`src/rtl/mem_access_unit_pkg.sv`:
```
// Shared types for the LC-3b MEM stage: opcode encoding and the MEM-stage
// control word consumed by mem_access_unit.
package mem_access_unit_pkg;

  typedef enum logic [3:0] {
    op_br   = 4'd0,
    op_add  = 4'd1,
    op_ldb  = 4'd2,
    op_stb  = 4'd3,
    op_jsr  = 4'd4,
    op_and  = 4'd5,
    op_ldr  = 4'd6,
    op_str  = 4'd7,
    op_rti  = 4'd8,
    op_not  = 4'd9,
    op_ldi  = 4'd10,
    op_sti  = 4'd11,
    op_jmp  = 4'd12,
    op_shf  = 4'd13,
    op_lea  = 4'd14,
    op_trap = 4'd15
  } lc3b_opcode;

  typedef struct packed {
    lc3b_opcode opcode;
    logic       read_memory;
    logic       write_memory;
  } lc3b_control;

endpackage

```
`src/rtl/mem_access_unit.sv`:
```
// LC-3b MEM-stage access unit: sequences direct (LDR/LDB/STR/STB) and
// indirect (LDI/STI) data-memory accesses, stalls the pipeline meanwhile.
// Ports:
//   clk, reset_n                 clock, async active-low reset
//   ctrl_in, valid_in            MEM-stage control word and its valid
//   addr_in, wdata_in            effective address, store data
//   dmem_resp, dmem_rdata        memory completion pulse and read word
//   dmem_read/write/addr/wdata/byte_enable  registered memory request
//   stall_out                    combinational pipeline freeze
//   rdata_out, done_out          load result, one-cycle completion pulse
module mem_access_unit
  import mem_access_unit_pkg::*;
(
  input  logic        clk,
  input  logic        reset_n,
  input  lc3b_control ctrl_in,
  input  logic        valid_in,
  input  logic [15:0] addr_in,
  input  logic [15:0] wdata_in,
  input  logic        dmem_resp,
  input  logic [15:0] dmem_rdata,
  output logic        dmem_read,
  output logic        dmem_write,
  output logic [15:0] dmem_addr,
  output logic [15:0] dmem_wdata,
  output logic [1:0]  dmem_byte_enable,
  output logic        stall_out,
  output logic [15:0] rdata_out,
  output logic        done_out
);

  localparam int unsigned DW = 16;

  typedef enum logic [2:0] {IDLE, ACCESS, IND_PTR, IND_ACC, DONE} state_t;

  state_t     state, state_next;
  lc3b_opcode lat_opcode;
  logic [DW-1:0] lat_addr, lat_wdata, pointer;

  logic          mem_op, ind_in, lat_store;
  logic          latch_en, ptr_en, resp_final;
  logic          read_next, write_next;
  logic [DW-1:0] addr_next, wdata_next;
  logic [1:0]    be_next;

  assign mem_op    = valid_in & (ctrl_in.read_memory | ctrl_in.write_memory);
  assign ind_in    = (ctrl_in.opcode == op_ldi) || (ctrl_in.opcode == op_sti);
  assign lat_store = (lat_opcode == op_sti);

  // State register
  always_ff @(posedge clk or negedge reset_n) begin
    if (!reset_n) state <= IDLE;
    else          state <= state_next;
  end

  // Next state, stall and next request; request outputs hold by default
  always_comb begin
    state_next = state;
    latch_en   = 1'b0;
    ptr_en     = 1'b0;
    resp_final = 1'b0;
    stall_out  = 1'b0;
    read_next  = 1'b0;
    write_next = 1'b0;
    addr_next  = dmem_addr;
    wdata_next = dmem_wdata;
    be_next    = dmem_byte_enable;
    case (state)
      IDLE: begin
        if (mem_op) begin
          stall_out = 1'b1;
          latch_en  = 1'b1;
          if (ind_in) begin
            state_next = IND_PTR;
            read_next  = 1'b1;
            addr_next  = {addr_in[15:1], 1'b0};
            wdata_next = '0;
            be_next    = 2'b11;
          end else begin
            state_next = ACCESS;
            case (ctrl_in.opcode)
              op_ldb: begin
                read_next  = 1'b1;
                addr_next  = addr_in;
                wdata_next = '0;
                be_next    = 2'b11;
              end
              op_stb: begin
                write_next = 1'b1;
                addr_next  = addr_in;
                wdata_next = {wdata_in[7:0], wdata_in[7:0]};
                be_next    = addr_in[0] ? 2'b10 : 2'b01;
              end
              op_str: begin
                write_next = 1'b1;
                addr_next  = {addr_in[15:1], 1'b0};
                wdata_next = wdata_in;
                be_next    = 2'b11;
              end
              default: begin
                read_next  = 1'b1;
                addr_next  = {addr_in[15:1], 1'b0};
                wdata_next = '0;
                be_next    = 2'b11;
              end
            endcase
          end
        end
      end
      ACCESS: begin
        stall_out  = 1'b1;
        read_next  = dmem_read;
        write_next = dmem_write;
        if (dmem_resp) begin
          state_next = DONE;
          resp_final = 1'b1;
          read_next  = 1'b0;
          write_next = 1'b0;
        end
      end
      IND_PTR: begin
        stall_out = 1'b1;
        read_next = 1'b1;
        if (dmem_resp) begin
          // Second request issues straight from the returned pointer word
          state_next = IND_ACC;
          ptr_en     = 1'b1;
          read_next  = ~lat_store;
          write_next = lat_store;
          addr_next  = {dmem_rdata[15:1], 1'b0};
          wdata_next = lat_store ? lat_wdata : '0;
          be_next    = 2'b11;
        end
      end
      IND_ACC: begin
        stall_out  = 1'b1;
        read_next  = dmem_read;
        write_next = dmem_write;
        addr_next  = {pointer[15:1], 1'b0};
        if (dmem_resp) begin
          state_next = DONE;
          resp_final = 1'b1;
          read_next  = 1'b0;
          write_next = 1'b0;
        end
      end
      DONE:    state_next = IDLE;
      default: state_next = IDLE;
    endcase
  end

  // Registered request, latches and result
  always_ff @(posedge clk or negedge reset_n) begin
    if (!reset_n) begin
      dmem_read        <= 1'b0;
      dmem_write       <= 1'b0;
      dmem_addr        <= '0;
      dmem_wdata       <= '0;
      dmem_byte_enable <= '0;
      rdata_out        <= '0;
      done_out         <= 1'b0;
      lat_opcode       <= op_br;
      lat_addr         <= '0;
      lat_wdata        <= '0;
      pointer          <= '0;
    end else begin
      dmem_read        <= read_next;
      dmem_write       <= write_next;
      dmem_addr        <= addr_next;
      dmem_wdata       <= wdata_next;
      dmem_byte_enable <= be_next;
      done_out         <= (state_next == DONE);
      if (latch_en) begin
        lat_opcode <= ctrl_in.opcode;
        lat_addr   <= addr_in;
        lat_wdata  <= wdata_in;
      end
      if (ptr_en) pointer <= dmem_rdata;
      if (resp_final) begin
        case (lat_opcode)
          op_ldb:                 rdata_out <= {8'h00, lat_addr[0] ? dmem_rdata[15:8] : dmem_rdata[7:0]};
          op_stb, op_str, op_sti: rdata_out <= '0;
          default:                rdata_out <= dmem_rdata;
        endcase
      end
    end
  end

endmodule

```
`config.mk`:
```
export PLATFORM = sky130hd
export DESIGN_NAME = mem_access_unit
export DESIGN_NICKNAME = d
export VERILOG_FILES = /design/src/rtl/mem_access_unit_pkg.sv /design/src/rtl/mem_access_unit.sv
export SDC_FILE = /design/constraint.sdc
export NUM_CORES = 1
export LEC_CHECK = 0
export CORE_ASPECT_RATIO = 0.75
export CORE_MARGIN = 2
export CORE_UTILIZATION = 45
export DETAILED_ROUTE_END_ITERATION = 16
export PLACE_DENSITY = 0.85
export SYNTH_ARGS = -nofsm -noshare
export SYNTH_HDL_FRONTEND = slang
export SYNTH_SLANG_ARGS = --single-unit
```
`constraint.sdc`:
```
create_clock -name clk -period 1.8 [get_ports clk]
set_input_delay 0.45 -clock clk [delete_from_list [all_inputs] [get_ports clk]]
set_output_delay 0.45 -clock clk [all_outputs]
set_load 0.01 [all_outputs]
```
==> results.toml <==
[worst_setup_path]
cp-start-kind = "register"
critPathMaxStageDelay_ns = 0.58
cp.buffers_inverters = 1
crit_arrival_ns = 1.26
criticalPathCategory = "reg -> out"
required_ns = 1.35
critPathMaxFanout = 2
critPathTopFamily = "buffers and inverters"
worst_setup_path_end_kind = "output port"
critPathSlowestCell = "clkdlybuf4s50_1"
path_cells = "clkdlybuf4s50_1"

[route]
drt_pre_antenna_iters = 4
wl_microns = 10440
vias = 3365
final_antenna_net_count = 0
wl_per_cell_microns = 16.63
drcViolationCount = 0
dr.first_iter.drc_count = 275
vias_per_cell = 5.358

[timing]
tightest_slew_ns = 0.5520
slew_viol_final = 0
period_needed_ns = 1.712
fin_hold_ws_ns = 0.4733
fin_crit_sh_pct = 95.13
setup_viol = 0
finalHoldViolations = 0
max_freq_ghz = 0.5840
max_slew_margin_pct = 62.96
finalClockSkew_ns = 0.01026
setup_slack_ns = 0.08771
rsz0062_at_grt = "false"

[pwr]
ir_drop_mv = 0.6451
leakagePower_nw = 2.507
powerDensity_nw_per_um2 = 1529

[cells_and_area]
area_growth_pct = 40.29
diodes = 0
final_nets = 554
drive_gt1_share_pct = 20.00
stdcell_count = 628
final_cell_mix = "clkdlybuf4s50_1 (106), dfrtp_1 (90), nand2_1 (45)"
final_common_cell = "clkdlybuf4s50_1"

[global_routing]
met3_usage_pct = 4.775
grt-ovfl-total = 0
track_usage_pct = 21.38
grt_use_met2_pct = 33.92
grt_util_met1_pct = 30.13
grt_pass1_vias = 3361
top_usage_layer = "met2"
grt_max_degree = 51
grt_pass1_wl_microns = 16880
antenna_found_initial = 0

[placed_design]
hpwl_microns = 7723
portBuffers = 111
gp_congestion = 0.8326
dp_cells = 612
post-place-ws_ns = -0.4054

[yosys]
synth_enable_flop_cells = 0
synthesis.area_sq_um = 4220
syn_nets = 428
yosysWarningCount = 0
yosysSeqAreaShare_pct = 54.55
synth_cells = 370
synth-main-ff-cell = "dfrtp_1"
synth.distinct_cells = 44
synth-seq-cells = 92
avgSynthCellArea_sq_um = 11.41
synthArstFlopShare_pct = 100.0

[clock_network]
cts_sinks = 92
cts_setup_buffers = 0
cts_tree = "built"
htree_levels = 3
cts-root-buf = "clkbuf_16"
cts.path.max_buffers = 2
cts_buffers = 9
worstSkewPairLatency_ns = 0.33
path_clk_slew_ns = 0.06

[floorplanning]
dieWidth_microns = 115.8
num_io_pins = 112
die_area_sq_um = 10180
num_rows = 30
core_area_sq_um = 9084
die_h_microns = 87.87
start_util_pct = 46.46

[outcome]
status = "finished clean"

[min_path]
hold_path_class = "in -> async"

[job]
drv_cap = 0
cells by family (layout without fill, tap and decap cells):
logic type | after synthesis | count (layout) | share of synthesized area [%]
AOI/OAI and AO/OA | 96 | 96 | 14.76
buffers and inverters | 39 | 169 | 5.425
muxes | 57 | 57 | 14.76
DFF | 92 | 92 | 54.55
and+or+nand+nor | 85 | 85 | 10.26
adders and majority gates | 1 | 1 | 0.2372
layer usage:
metal	wire (microns)	part of all wire (%)	vias to the layer above
li1	-	-	1569
met1	4896	47	1686
met2	4883	47	98
met3	539	5.2	12
met4	123	1.2	0
met5	0	0	-
path summary, 6_finish.rpt:
kind / endpoint / cells past startpoint / slack, ns / start
worst max-delay path: rdata_out[2] / 1 / 0.09 / rdata_out[2]
worst min-delay path: done_out / 2 / 0.47 / reset_n
worst max register to register: dmem_wdata[7] / 6 / 0.09 / state[0]
worst min register to register: dmem_addr[2] / 2 / 0.48 / dmem_addr[2]
max in group asynchronous: state[1] / 3 / 0.86 / reset_n
min in group clk: dmem_addr[2] / 2 / 0.48 / dmem_addr[2]
sequential cells by signal (all words and copies together), names as in the netlist:
| register | count |
|---|---|
| dmem_addr | 16 |
| dmem_read | 1 |
| lat_wdata | 16 |
| dmem_write | 1 |
| lat_addr | 1 |
| lat_opcode | 4 |
| pointer | 15 |
| state | 3 |
| dmem_wdata | 16 |
| done_out | 1 |
| rdata_out | 16 |
| dmem_byte_enable | 2 |
where the power goes:
part,internal (W),leakage [nW],switching (W)
logic,0.00205,1.24,0.00163
clock network,0.00107,0.138,0.000773
registers,0.00299,1.13,0.000543
synth_stat cells (3+ instances only):
master | count | area (sq um)
dfrtp_1 | 92 | 2302
nand2_1 | 45 | 168.9
mux2_2 | 42 | 473.0
o21ai_0 | 41 | 205.2
nor2_1 | 19 | 71.32
a221oi_1 | 16 | 140.1
a21oi_1 | 15 | 75.07
mux2i_1 | 15 | 150.1
inv_1 | 12 | 45.04
a22oi_1 | 10 | 75.07
a22o_1 | 8 | 70.07
buf_2 | 8 | 40.04
buf_6 | 7 | 78.83
buf_4 | 5 | 37.54
clkbuf_1 | 3 | 11.26
layout make-up:
cell class | count | area, sq um
multi-input cells | 239 | 1703
repair buffers | 140 | 1408
well taps | 128 | 160.2
flip-flops and latches | 92 | 2305
inverters | 14 | 56.30
clock buffers | 9 | 225.2
fillers | 696 | 3163
clock inverters | 6 | 63.81
metrics by stage:
| stage | total power, W | cell area [sq um] | setup TNS (ns) | util [%] |
|---|---|---|---|---|
| final | 0.009052 | 5921 | 0 | 65.18 |
| after global routing | 0.009587 | 5921 | 0 | 65.18 |
| after CTS | 0.009076 | 5906 | 0 | 65.01 |
| after detailed placement | 0.007234 | 5610 | -15.87 | 61.76 |
| after global placement | 0.007066 | 5610 | -12.38 | 61.76 |
| after floorplan | 0.005456 | 4220 | 0 | - |
repair_timing:
item / 4_1_cts / 5_1_grt
pin swaps: 2 / 0
gates resized for setup: 8 / 5
setup endpoints to repair: 1 / 15
hold endpoints to repair: 2 / 0
hold buffers: 1 / 0
(Power assumes the default switching activity.)
